[src/rtl/step_seq_pkg.sv]
// rtl/step_seq_pkg.sv - shared state encoding and default sizes for the step sequencer
package step_seq_pkg;

    typedef enum logic [1:0] {
        ST_IDLE = 2'd0,
        ST_LOAD = 2'd1,
        ST_PLAY = 2'd2,
        ST_DONE = 2'd3
    } state_t;

    localparam int DEF_NUM_STEPS = 16;
    localparam int DEF_TONE_W    = 12;
    localparam int DEF_LOOP_W    = 8;

endpackage

[src/rtl/step_sequencer_ctrl_if.sv]
// rtl/step_sequencer_ctrl_if.sv - control, pattern-write and playback signals of the step sequencer
interface step_sequencer_ctrl_if
    import step_seq_pkg::*;
#(
    parameter int NUM_STEPS = DEF_NUM_STEPS,
    parameter int TONE_W    = DEF_TONE_W,
    parameter int LOOP_W    = DEF_LOOP_W
) ();
    localparam int AW = (NUM_STEPS > 1) ? $clog2(NUM_STEPS) : 1;

    logic              start;
    logic              stop;
    logic              step_tick;
    logic [LOOP_W-1:0] loops;
    logic              wr_en;
    logic [AW-1:0]     wr_addr;
    logic [TONE_W-1:0] wr_data;
    logic [TONE_W-1:0] select;
    logic              note_restart;
    logic              play;
    logic [AW-1:0]     step_idx;
    logic [LOOP_W-1:0] loop_idx;
    logic              done;

    modport master (
        output start, stop, step_tick, loops, wr_en, wr_addr, wr_data,
        input  select, note_restart, play, step_idx, loop_idx, done
    );

    modport slave (
        input  start, stop, step_tick, loops, wr_en, wr_addr, wr_data,
        output select, note_restart, play, step_idx, loop_idx, done
    );
endinterface

[src/rtl/step_pattern_ram.sv]
// rtl/step_pattern_ram.sv - pattern store, one write port and one registered read port (read-before-write)
module step_pattern_ram #(
    parameter int DEPTH = 16,
    parameter int WIDTH = 12,
    parameter int AW    = 4
) (
    input  logic             clk,
    input  logic             wr_en,
    input  logic [AW-1:0]    wr_addr,
    input  logic [WIDTH-1:0] wr_data,
    input  logic             rd_en,
    input  logic [AW-1:0]    rd_addr,
    output logic [WIDTH-1:0] rd_data
);
    logic [WIDTH-1:0] mem_q [DEPTH];
    logic [WIDTH-1:0] rd_data_q;

    // Both ports sample mem_q before the edge, so a same-address read sees the old word.
    always_ff @(posedge clk) begin
        if (wr_en && (int'(wr_addr) < DEPTH)) begin
            mem_q[wr_addr] <= wr_data;
        end
        if (rd_en && (int'(rd_addr) < DEPTH)) begin
            rd_data_q <= mem_q[rd_addr];
        end
    end

    assign rd_data = rd_data_q;
endmodule

[src/rtl/step_sequencer_ctrl.sv]
// rtl/step_sequencer_ctrl.sv - pattern scheduler: steps stored tone masks into the generators on BPM ticks
module step_sequencer_ctrl
    import step_seq_pkg::*;
#(
    parameter int NUM_STEPS = DEF_NUM_STEPS,
    parameter int TONE_W    = DEF_TONE_W,
    parameter int LOOP_W    = DEF_LOOP_W
) (
    input logic                 CLOCK_50,
    input logic                 reset,
    step_sequencer_ctrl_if.slave bus
);
    localparam int                AW        = (NUM_STEPS > 1) ? $clog2(NUM_STEPS) : 1;
    localparam logic [AW-1:0]     LAST_STEP = AW'(NUM_STEPS - 1);
    localparam logic [LOOP_W-1:0] LOOP_MAX  = '1;

    state_t            state_q, state_d;
    logic [AW-1:0]     step_idx_q, step_idx_d;
    logic [LOOP_W-1:0] loop_idx_q, loop_idx_d;
    logic [LOOP_W-1:0] loops_q, loops_d;
    logic              play_q, play_d;
    logic              sel_valid_q, sel_valid_d;
    logic              note_restart_q, note_restart_d;
    logic              done_q, done_d;
    logic              rd_en;
    logic [TONE_W-1:0] rd_data;
    logic [LOOP_W:0]   next_loop;

    step_pattern_ram #(
        .DEPTH (NUM_STEPS),
        .WIDTH (TONE_W),
        .AW    (AW)
    ) u_ram (
        .clk     (CLOCK_50),
        .wr_en   (bus.wr_en),
        .wr_addr (bus.wr_addr),
        .wr_data (bus.wr_data),
        .rd_en   (rd_en),
        .rd_addr (step_idx_q),
        .rd_data (rd_data)
    );

    always_comb begin
        state_d        = state_q;
        step_idx_d     = step_idx_q;
        loop_idx_d     = loop_idx_q;
        loops_d        = loops_q;
        play_d         = play_q;
        sel_valid_d    = sel_valid_q;
        note_restart_d = 1'b0;
        done_d         = 1'b0;
        rd_en          = 1'b0;
        next_loop      = {1'b0, loop_idx_q} + (LOOP_W+1)'(1);

        if (bus.stop && (state_q != ST_IDLE)) begin
            state_d     = ST_IDLE;
            play_d      = 1'b0;
            sel_valid_d = 1'b0;
        end else if (bus.start) begin
            state_d    = ST_LOAD;
            step_idx_d = '0;
            loop_idx_d = '0;
            loops_d    = bus.loops;
            play_d     = 1'b1;
        end else begin
            case (state_q)
                ST_LOAD: begin
                    rd_en          = 1'b1;
                    sel_valid_d    = 1'b1;
                    note_restart_d = 1'b1;
                    state_d        = ST_PLAY;
                end
                ST_PLAY: begin
                    if (bus.step_tick) begin
                        if (step_idx_q != LAST_STEP) begin
                            step_idx_d = step_idx_q + AW'(1);
                            state_d    = ST_LOAD;
                        end else if ((loops_q != '0) && (next_loop == {1'b0, loops_q})) begin
                            state_d = ST_DONE;
                        end else begin
                            // Infinite runs pin the loop count at all-ones instead of wrapping.
                            loop_idx_d = next_loop[LOOP_W] ? LOOP_MAX : next_loop[LOOP_W-1:0];
                            step_idx_d = '0;
                            state_d    = ST_LOAD;
                        end
                    end
                end
                ST_DONE: begin
                    done_d      = 1'b1;
                    play_d      = 1'b0;
                    sel_valid_d = 1'b0;
                    state_d     = ST_IDLE;
                end
                default: ;
            endcase
        end
    end

    always_ff @(posedge CLOCK_50) begin
        if (reset) begin
            state_q        <= ST_IDLE;
            step_idx_q     <= '0;
            loop_idx_q     <= '0;
            loops_q        <= '0;
            play_q         <= 1'b0;
            sel_valid_q    <= 1'b0;
            note_restart_q <= 1'b0;
            done_q         <= 1'b0;
        end else begin
            state_q        <= state_d;
            step_idx_q     <= step_idx_d;
            loop_idx_q     <= loop_idx_d;
            loops_q        <= loops_d;
            play_q         <= play_d;
            sel_valid_q    <= sel_valid_d;
            note_restart_q <= note_restart_d;
            done_q         <= done_d;
        end
    end

    // The RAM read register is not reset, so select is gated until a step has been loaded.
    assign bus.select       = sel_valid_q ? rd_data : '0;
    assign bus.note_restart = note_restart_q;
    assign bus.play         = play_q;
    assign bus.step_idx     = step_idx_q;
    assign bus.loop_idx     = loop_idx_q;
    assign bus.done         = done_q;
endmodule

[src/flat_wrapper.sv]
// flat-port wrapper written by rule: the top's interface ports become plain ports
module step_sequencer_ctrl_flat import step_seq_pkg::*;
#(
    parameter int NUM_STEPS = DEF_NUM_STEPS,
    parameter int TONE_W    = DEF_TONE_W,
    parameter int LOOP_W    = DEF_LOOP_W
)
  (CLOCK_50, reset, bus_start, bus_stop, bus_step_tick, bus_loops, bus_wr_en, bus_wr_addr, bus_wr_data, bus_select, bus_note_restart, bus_play, bus_step_idx, bus_loop_idx, bus_done);
  step_sequencer_ctrl_if #(.NUM_STEPS(NUM_STEPS), .TONE_W(TONE_W), .LOOP_W(LOOP_W)) bus_i ();
  input logic CLOCK_50;
  input logic reset;
  input wire logic [$bits(bus_i.start)-1:0] bus_start;
  input wire logic [$bits(bus_i.stop)-1:0] bus_stop;
  input wire logic [$bits(bus_i.step_tick)-1:0] bus_step_tick;
  input wire logic [$bits(bus_i.loops)-1:0] bus_loops;
  input wire logic [$bits(bus_i.wr_en)-1:0] bus_wr_en;
  input wire logic [$bits(bus_i.wr_addr)-1:0] bus_wr_addr;
  input wire logic [$bits(bus_i.wr_data)-1:0] bus_wr_data;
  output wire logic [$bits(bus_i.select)-1:0] bus_select;
  output wire logic [$bits(bus_i.note_restart)-1:0] bus_note_restart;
  output wire logic [$bits(bus_i.play)-1:0] bus_play;
  output wire logic [$bits(bus_i.step_idx)-1:0] bus_step_idx;
  output wire logic [$bits(bus_i.loop_idx)-1:0] bus_loop_idx;
  output wire logic [$bits(bus_i.done)-1:0] bus_done;
  assign bus_i.start = bus_start;
  assign bus_i.stop = bus_stop;
  assign bus_i.step_tick = bus_step_tick;
  assign bus_i.loops = bus_loops;
  assign bus_i.wr_en = bus_wr_en;
  assign bus_i.wr_addr = bus_wr_addr;
  assign bus_i.wr_data = bus_wr_data;
  assign bus_select = bus_i.select;
  assign bus_note_restart = bus_i.note_restart;
  assign bus_play = bus_i.play;
  assign bus_step_idx = bus_i.step_idx;
  assign bus_loop_idx = bus_i.loop_idx;
  assign bus_done = bus_i.done;
  step_sequencer_ctrl #(.NUM_STEPS(NUM_STEPS), .TONE_W(TONE_W), .LOOP_W(LOOP_W)) u_core (.CLOCK_50(CLOCK_50), .reset(reset), .bus(bus_i));
endmodule
[config.mk]
export PLATFORM = sky130hd
export DESIGN_NAME = step_sequencer_ctrl_flat
export DESIGN_NICKNAME = d
export VERILOG_FILES = /design/src/rtl/step_seq_pkg.sv /design/src/rtl/step_sequencer_ctrl_if.sv /design/src/rtl/step_pattern_ram.sv /design/src/rtl/step_sequencer_ctrl.sv /design/src/flat_wrapper.sv
export SDC_FILE = /design/constraint.sdc
export NUM_CORES = 1
export LEC_CHECK = 0
export BUFFER_PORTS_ARGS = -buffer_cell sky130_fd_sc_hd__buf_2
export CAP_MARGIN = 10
export CORE_ASPECT_RATIO = 1.75
export CORE_MARGIN = 5
export CORE_UTILIZATION = 45
export DETAILED_ROUTE_END_ITERATION = 10
export GPL_TIMING_DRIVEN = 1
export PLACE_DENSITY = 0.71
export SYNTH_ARGS = -nofsm -noshare
export SYNTH_HDL_FRONTEND = slang
export SYNTH_HIERARCHICAL = 1
export SYNTH_SLANG_ARGS = --single-unit
export TNS_END_PERCENT = 1
[constraint.sdc]
create_clock -name CLOCK_50 -period 3.95 [get_ports CLOCK_50]
set_input_delay 0.395 -clock CLOCK_50 [delete_from_list [all_inputs] [get_ports CLOCK_50]]
set_output_delay 0.395 -clock CLOCK_50 [all_outputs]
set_load 0.02 [all_outputs]
Word-level counts from Yosys, hierarchy flattened
Memories as Yosys holds them, arrays and structs flattened. A register that Yosys moved wholly into a read port is not among the register bits. Cells that the tools add are included.

Register bits after elaboration: 26. Memory bits (writable): 192. Output and inout port bits: 27. Logic and storage cells: 68. Memories kept: 1.

$add $sub $neg: 2. Equal/unequal tests: 10. Muxes and demuxes: 26. Bitwise gates (word level): 2. Reduce and logical (&&, ||, !) cells: 18.

Memories: u_core.u_ram.mem_q (words 16, width 12, rd ports 1, clocked after Yosys merged registers in 1, wr ports 1, line step_pattern_ram.sv:15) `logic [WIDTH-1:0] mem_q [DEPTH];`.

Operator list (number): two-way mux 8 bit (6); two-way mux 4 bit (5); two-way mux 12 bit (1); nonzero test 2 bit (5); adder 8 x 1 -> 9 bit, second input constant (1); == test 9 x 8 -> 1 bit (1); two-way mux 1 bit (9); AND reduction 2 bit (4); nonzero test 8 bit (1); two-way mux 2 bit (3); != test 2 bit, second input constant (3); one-hot mux 2 bit (3 select lines) (1); AND reduction 5 bit (1); adder 4 x 1 -> 4 bit, second input constant (1); == test 2 bit, second input constant (2); != test 4 bit, second input constant (1); AND reduction 4 bit (1); nonzero test 4 bit (1); != test 3 x 2 -> 1 bit, second input constant (1); != test 3 bit, second input constant (1); nonzero test 3 bit (1); OR reduction 3 bit (1); == test 2 x 1 -> 1 bit, second input constant (1); logical AND 1 bit (2); other kinds (3) (4).

Logic depth before layout (Yosys ltp)
Gate-level depths: netlist of run 1.

Depth after elaboration: 8. Mapped depth: 8. Gate-level depth less buffers: 8.

By module
Netlist of run 1, hierarchy kept.

By module, submodules not included: step_pattern_ram (instances 1, cells an instance 329, area an instance 7719.9 sq um, seq. area each 6125.9 sq um); step_sequencer_ctrl (instances 1, cells an instance 214, area an instance 1639.1 sq um, seq. area each 520.5 sq um).

Least setup slack after synthesis of run 1
OpenSTA, ideal clock, no wires.

Path type: input port to flip-flop. Start point: in bus_wr_addr[2]. End point: mem u_core.u_ram.mem_q[0][0] (enable). Library setup time: 0.396 ns. Arrival time: 1.698 ns. Required time: 3.554 ns. Slack: 1.855 ns. Cell stages on the path: 2. Path buffers: 0. Cell sequence: or3b_1 -> nor3_1.

RTL lines: start: declaration (line flat_wrapper.sv:17) `input wire logic [$bits(bus_i.wr_addr)-1:0] bus_wr_addr;`; end: declaration (line step_pattern_ram.sv:15).

No word-level cell before the write port.

Final worst setup path of run 1
Start point: reg u_core.loop_idx_q[0] (netlist: u_core/bus.loop_idx[0]). End point: reg u_core.step_idx_q[1] (netlist: u_core/bus.step_idx[1]).

Word-level cells in the longest chain between the ends: 5.

Ends and longest elaborated chain: start: declaration (line step_sequencer_ctrl.sv:19) `logic [LOOP_W-1:0] loop_idx_q, loop_idx_d;`; start signal: assignment (line step_sequencer_ctrl.sv:112) `loop_idx_q <= loop_idx_d;`; adder 8 x 1 -> 9 bit (line step_sequencer_ctrl.sv:53) `next_loop = {1'b0, loop_idx_q} + (LOOP_W+1)'(1);`; == test 9 x 8 -> 1 bit (line step_sequencer_ctrl.sv:78) `end else if ((loops_q != '0) && (next_loop == {1'b0, loops_q})) begin`; logical AND 1 bit (line step_sequencer_ctrl.sv:78); != test 3 x 2 -> 1 bit (no source line); AND reduction 4 bit (no source line); end signal: assignment (line step_sequencer_ctrl.sv:111) `step_idx_q <= step_idx_d;`; end: declaration (line step_sequencer_ctrl.sv:18) `logic [AW-1:0] step_idx_q, step_idx_d;`.

Every way passes these cells. A chain may end at the register's enable or synchronous reset.

==> results of run 1 <==
[path summary, 6_finish.rpt]
path                                        startpoint                endpoint  slack, ns  depth (start not counted)
worst min register to register       u_core/loops_q[1]       u_core/loops_q[1]       0.49                          2
worst max-delay path            u_core/bus.loop_idx[0]  u_core/bus.step_idx[1]       1.41                          8
worst min-delay path                      bus_loops[4]       u_core/loops_q[4]       0.14                          3
worst max register to register  u_core/bus.loop_idx[0]  u_core/bus.step_idx[1]       1.41                          8
[metrics by stage]
stage	cell area [um^2]	power [mW]
floorplan	9360	2.96
global placement	9980	3.05
detailed placement	9980	3.07
CTS	10700	5.13
global route	10700	5.27
finish	10700	5.09
[where the power goes]
group	total (mW)	internal, mW	leakage [nW]	switching [mW]
clock	2.08	1.21	0.348	0.864
combinational	0.279	0.115	1.14	0.164
sequential	2.73	2.71	2.06	0.0263
[state kept, by name, indices dropped and copies added, names as in the netlist]
signal / count
u_core/loops_q: 8
u_core/state_q: 2
u_core/bus.play: 1
u_core/bus.loop_idx: 8
u_core/bus.done: 1
u_core/bus.note_restart: 1
u_core/sel_valid_q: 1
u_core/u_ram/rd_data: 12
u_core/u_ram/mem_q: 192
u_core/bus.step_idx: 4
[cell type report]
type,count,area (um^2)
Clock buffer,27,601
Tap cell,248,310
Clock inverter,10,110
Antenna cell,1,2.50
Fill cell,1605,9680
Sequential cell,230,6650
Multi-Input combinational cell,275,2550
Inverter,18,67.6
Timing Repair Buffer,73,408
[cell usage after synthesis, types with 9 or more instances]
cell type	instances	share of area, %
clkbuf_1	9	0.36
o21ai_0	10	0.53
mux4_1	15	4.2
a22oi_1	24	1.9
edfxtp_1	204	65
nand2_1	41	1.6
a21oi_1	18	0.96
nand3_1	15	0.80
and2_1	15	1.0
dfxtp_1	26	5.6
mux4_2	33	7.9
inv_1	18	0.72
nor2_1	24	0.96
[cell families (layout without fill, tap and decap cells)]
logic type / Yosys count / after routing / share of synthesized area (%)
AOI/OAI and AO/OA: 74 / 74 / 5.40
xor gates and xnor gates: 8 / 8 / 0.749
adders and majority gates: 7 / 7 / 0.936
buffers and inverters: 38 / 128 / 2.13
muxes: 48 / 48 / 12.2
and+or+nand+nor: 138 / 138 / 7.62
other: 0 / 1 / 0
DFF: 230 / 230 / 71.0
[critical path, stage by stage (launching register included)]
cell and delay, ns:
dfxtp_1 0.50, ha_1 0.33, and2_1 0.29, a21oi_1 0.11, nor4b_2 0.37, nand4_1 0.14, buf_4 0.22, o32a_1 0.33
o22ai_1 0.18
[routing by layer]
metal	track usage (%)	routed length, um	up-vias
met5	0	0	-
li1	-	-	2324
met3	2.90	1220	35
met4	6.80	650	0
met1	20.3	7860	2657
met2	31.8	11500	218
==> results.toml, run 1 <==
[status]
outcome = "completed"

[power_and_ir_drop]
ir_drop_uv = 354
power.leakage_nw = 3.55
p_per_area_nw_per_um2 = 476

[final_layout]
final_cell_mix = "edfxtp_1, buf_2, nand2_1"
final_common_cell = "edfxtp_1"
fin_nets = 657
drive_gt1_share_pct = 24.8
final_cells = 882
area_growth_pct = 14.3
utilization_pct = 52.5

[floorplanning]
die_w_um = 119
die_y_um = 201
core_area_um2 = 20400
start_util_pct = 45.9
die_area_um2 = 23900
ioPinCount = 57
placementRows = 69

[clocking]
clkTransAtPathRegs_ns = 0.07
cts_buffers = 22
postCtsSetupBuffers = 0
clk_latency_ns = 0.49
cts_buffer_depth = 3
holdBufCountCts = 0
cts_resized = 0
ctsHtreeMaxLevel = 1
cts_tree = "done"
cts_num_sinks = 230
cts-root-buf = "clkbuf_16"

[synth]
yosysWarnings = 6
synth_edf_count = 204
ys_seq_elements = 230
yosysUniqueCellTypes = 50
syn_nets = 580
syn_inst = 543
synth_area_per_cell_um2 = 17.2
synth_flop_cell = "edfxtp_1"
synthArstFlopShare_pct = 0
syn_area_um2 = 9360
yosysSeqAreaShare_pct = 71.0

[worst_setup_path]
required_ns = 4.36
cp-start-kind = "flip-flop"
crit_arrival_ns = 2.95
crit_type = "reg2reg"
cp-end-kind = "flip-flop"
path_max_fanout = 11

[sta]
finalHoldViolCount = 0
tns_ns = 0
tightest_slew_ns = 1.03
rsz0062_at_grt = "no"
setup_viol = 0
min_period_ns = 2.54
skew_ns = 0.0120
relSlewSlack_pct = 31.5
slew_violations = 0
fmax_mhz = 393
hold_ws_ns = 0.141
setup_ws_ns = 1.41
period_share_pct = 64.4

[routing]
routed_wl_um = 21300
drc = 0
vias_per_cell = 5.93
via_count = 5234
ant_nets = 0
wl_per_cell_um = 24.1
drtIter0Drc = 534
firstDrtPassIters = 5

[job]
max-cap-violations = 0

[placed_design]
dpl.hpwl_um = 13500
dp_cells = 844
gp_congestion = 0.829
io_buffers = 56
dp_slack_ns = 1.42

[global_route]
antenna_found_initial = 2
grt_pass1_wl_um = 31700
grt_usage_pct = 17.5
grt_pass1_vias = 5375
grt_max_degree = 53
overflow = 0

[min_path]
hold_path_class = "in2reg"
Power figures use the tool's default switching activity.
==> run 2: changes to the inputs <==
ABC_AREA = 1   (was default)
clock period = 2.5 ns   (was 3.95 ns; I/O delays follow)
==> run 2 against run 1 <==
Against the previous run:
- die area up 10%
- sequential share of layout area fell by 5.3 points
- flip-flop and latch count unchanged
- largest power group unchanged
- highest routed layer unchanged
==> results.toml, run 2 <==
[synth]
syn_nets = 1111
ys_seq_elements = 230
synth_area_leader_cell = "edfxtp_1"
yosysUniqueCellTypes = 34
synthArstFlopShare_pct = 0
synth_area_per_cell_um2 = 9.65
synth_edf_count = 204
ys_top_cells_by_count = "nand2_1, edfxtp_1, inv_1"
yosysTopAreaCellShare_pct = 59.1
syn_area_um2 = 10400
yosysWarnings = 6
synth_flop_cell = "edfxtp_1"
syn_inst = 1074
yosysSeqAreaShare_pct = 64.1
ys_top_cells_by_area = "edfxtp_1, nand2_1, nand3_1, inv_1, dfxtp_1"
yosysMostFrequentCell = "nand2_1"

[placed_design]
gp_congestion = 0.870
io_buffers = 56
dp_cells = 1411
dpl.hpwl_um = 14400

[floorplanning]
core_area_um2 = 22700
die_w_um = 125
die_area_um2 = 26300
ioPinCount = 57
die_y_um = 211
start_util_pct = 45.6
placementRows = 73

[sta]
finalHoldViolCount = 0
relSlewSlack_pct = 39.7
tightest_slew_ns = 0.902
setup_viol = 0
fmax_mhz = 470
rsz0062_at_grt = "no"
hold_ws_ns = 0.0548
period_share_pct = 85.0
min_period_ns = 2.13
tns_ns = 0
slew_violations = 0
skew_ns = 0.00814

[clocking]
holdBufCountCts = 0
cts_buffer_depth = 3
postCtsSetupBuffers = 0
ctsHtreeMaxLevel = 1
cts-root-buf = "clkbuf_16"
cts_num_sinks = 230
cts_tree = "done"
clk_latency_ns = 0.50
clkTransAtPathRegs_ns = 0.06
cts_buffers = 22
cts_resized = 0

[final_layout]
largest_reg_flops = 192
largest_register = "u_core/u_ram/mem_q"
final_cell_mix = "nand2_1, edfxtp_1, inv_1"
drive_gt1_share_pct = 10.8
final_cells = 1449
utilization_pct = 51.4
area_growth_pct = 12.8
n_antenna_cell = 0
final_common_cell = "nand2_1"
fin_nets = 1172
fillers = 1979

[global_route]
grt_usage_pct = 17.1
grt_max_degree = 97
grt_pass1_wl_um = 35800
antenna_found_initial = 0
overflow = 0
grt_pass1_vias = 7078

[worst_setup_path]
path_max_fanout = 8
required_ns = 2.89
cp-start-kind = "flip-flop"
cp-end-kind = "flip-flop"
crit_type = "reg2reg"
reg2regPathDepth = 10
crit_arrival_ns = 2.52

[routing]
drtIter0Drc = 434
routed_wl_um = 22900
vias_per_cell = 5.10
ant_nets = 0
drc = 0
wl_per_cell_um = 15.8
firstDrtPassIters = 6
via_count = 7393

[min_path]
hold_depth = 3
hold_path_class = "in2reg"

[job]
max-cap-violations = 0

[power_and_ir_drop]
p_total_mw = 8.71
power.leakage_nw = 5.07
p_per_area_nw_per_um2 = 745
ir_drop_uv = 492

[status]
outcome = "completed"
run 2: changes by cell type in the layout (fill, tap and decap cells not counted), sizes merged, moves of 7 or more:
cell / previous run / this run
inv: 20 / 189
and2: 15 / 1
nand2: 42 / 320
a22oi: 24 / 0
buf: 73 / 83
mux4: 48 / 0
xnor2: 7 / 0
nor2: 25 / 43
nand3: 15 / 177
a21oi: 18 / 29
run 2: final timing paths:
kind,startpoint,end,slack (ns)
max,u_core/bus.loop_idx[0],u_core/bus.step_idx[0],0.37
min,bus_loops[7],u_core/loops_q[7],0.05
max reg2reg,u_core/bus.loop_idx[0],u_core/bus.step_idx[0],0.37
min reg2reg,u_core/bus.play,u_core/bus.play,0.49
run 2: critical path: stages, from the launching register on:
cell,delay (ns)
dfxtp_1,0.44
ha_1,0.29
nand3_1,0.17
o21bai_1,0.21
nand2_1,0.09
nand2_1,0.06
nand2_1,0.05
nor2_2,0.21
nand4_2,0.24
a21oi_1,0.19
nor2_1,0.06
run 2: kinds of logic (layout without fill, tap and decap cells):
| kind of cell | after synthesis | after routing | share of synthesized area, % |
|---|---|---|---|
| simple gates | 553 | 553 | 23.0 |
| flops | 230 | 230 | 64.1 |
| fa+ha+maj | 7 | 7 | 0.845 |
| buf+inv | 236 | 311 | 9.42 |
| xor+xnor | 3 | 3 | 0.326 |
| compound gates | 45 | 45 | 2.31 |
run 2: layout make-up:
class                   instances  area (um^2)  area share (%)
multi-input cells             608         2740            23.4
clock buffers                  27          591            5.05
repair buffers                 83          495            4.24
flip-flops and latches        230         6650            56.9
clock inverters                11          125            1.07
inverters                     190          713            6.10
well taps                     300          375            3.21
run 2: metal layers:
layer,GRT usage (%),up-vias,wire length [um]
met3,2.58,55,1590
li1,-,3597,-
met4,7.30,0,788
met2,31.7,274,11900
met1,19.4,3467,8650
met5,0,-,0
run 2: metrics by stage:
stage / cell area [um^2] / setup WS (ns)
global route: 11700 / 0.101
global placement: 11000 / 0.480
detailed placement: 11000 / 0.409
CTS: 11700 / 0.399
floorplan: 10400 / 0.505
finish: 11700 / 0.374
run 2: report_power, final:
| group | switching (mW) | internal (mW) | total, mW |
|---|---|---|---|
| clock network | 1.31 | 1.98 | 3.29 |
| registers | 0.0505 | 4.32 | 4.37 |
| logic | 0.738 | 0.311 | 1.05 |
| total | 2.10 | 6.60 | 8.71 |
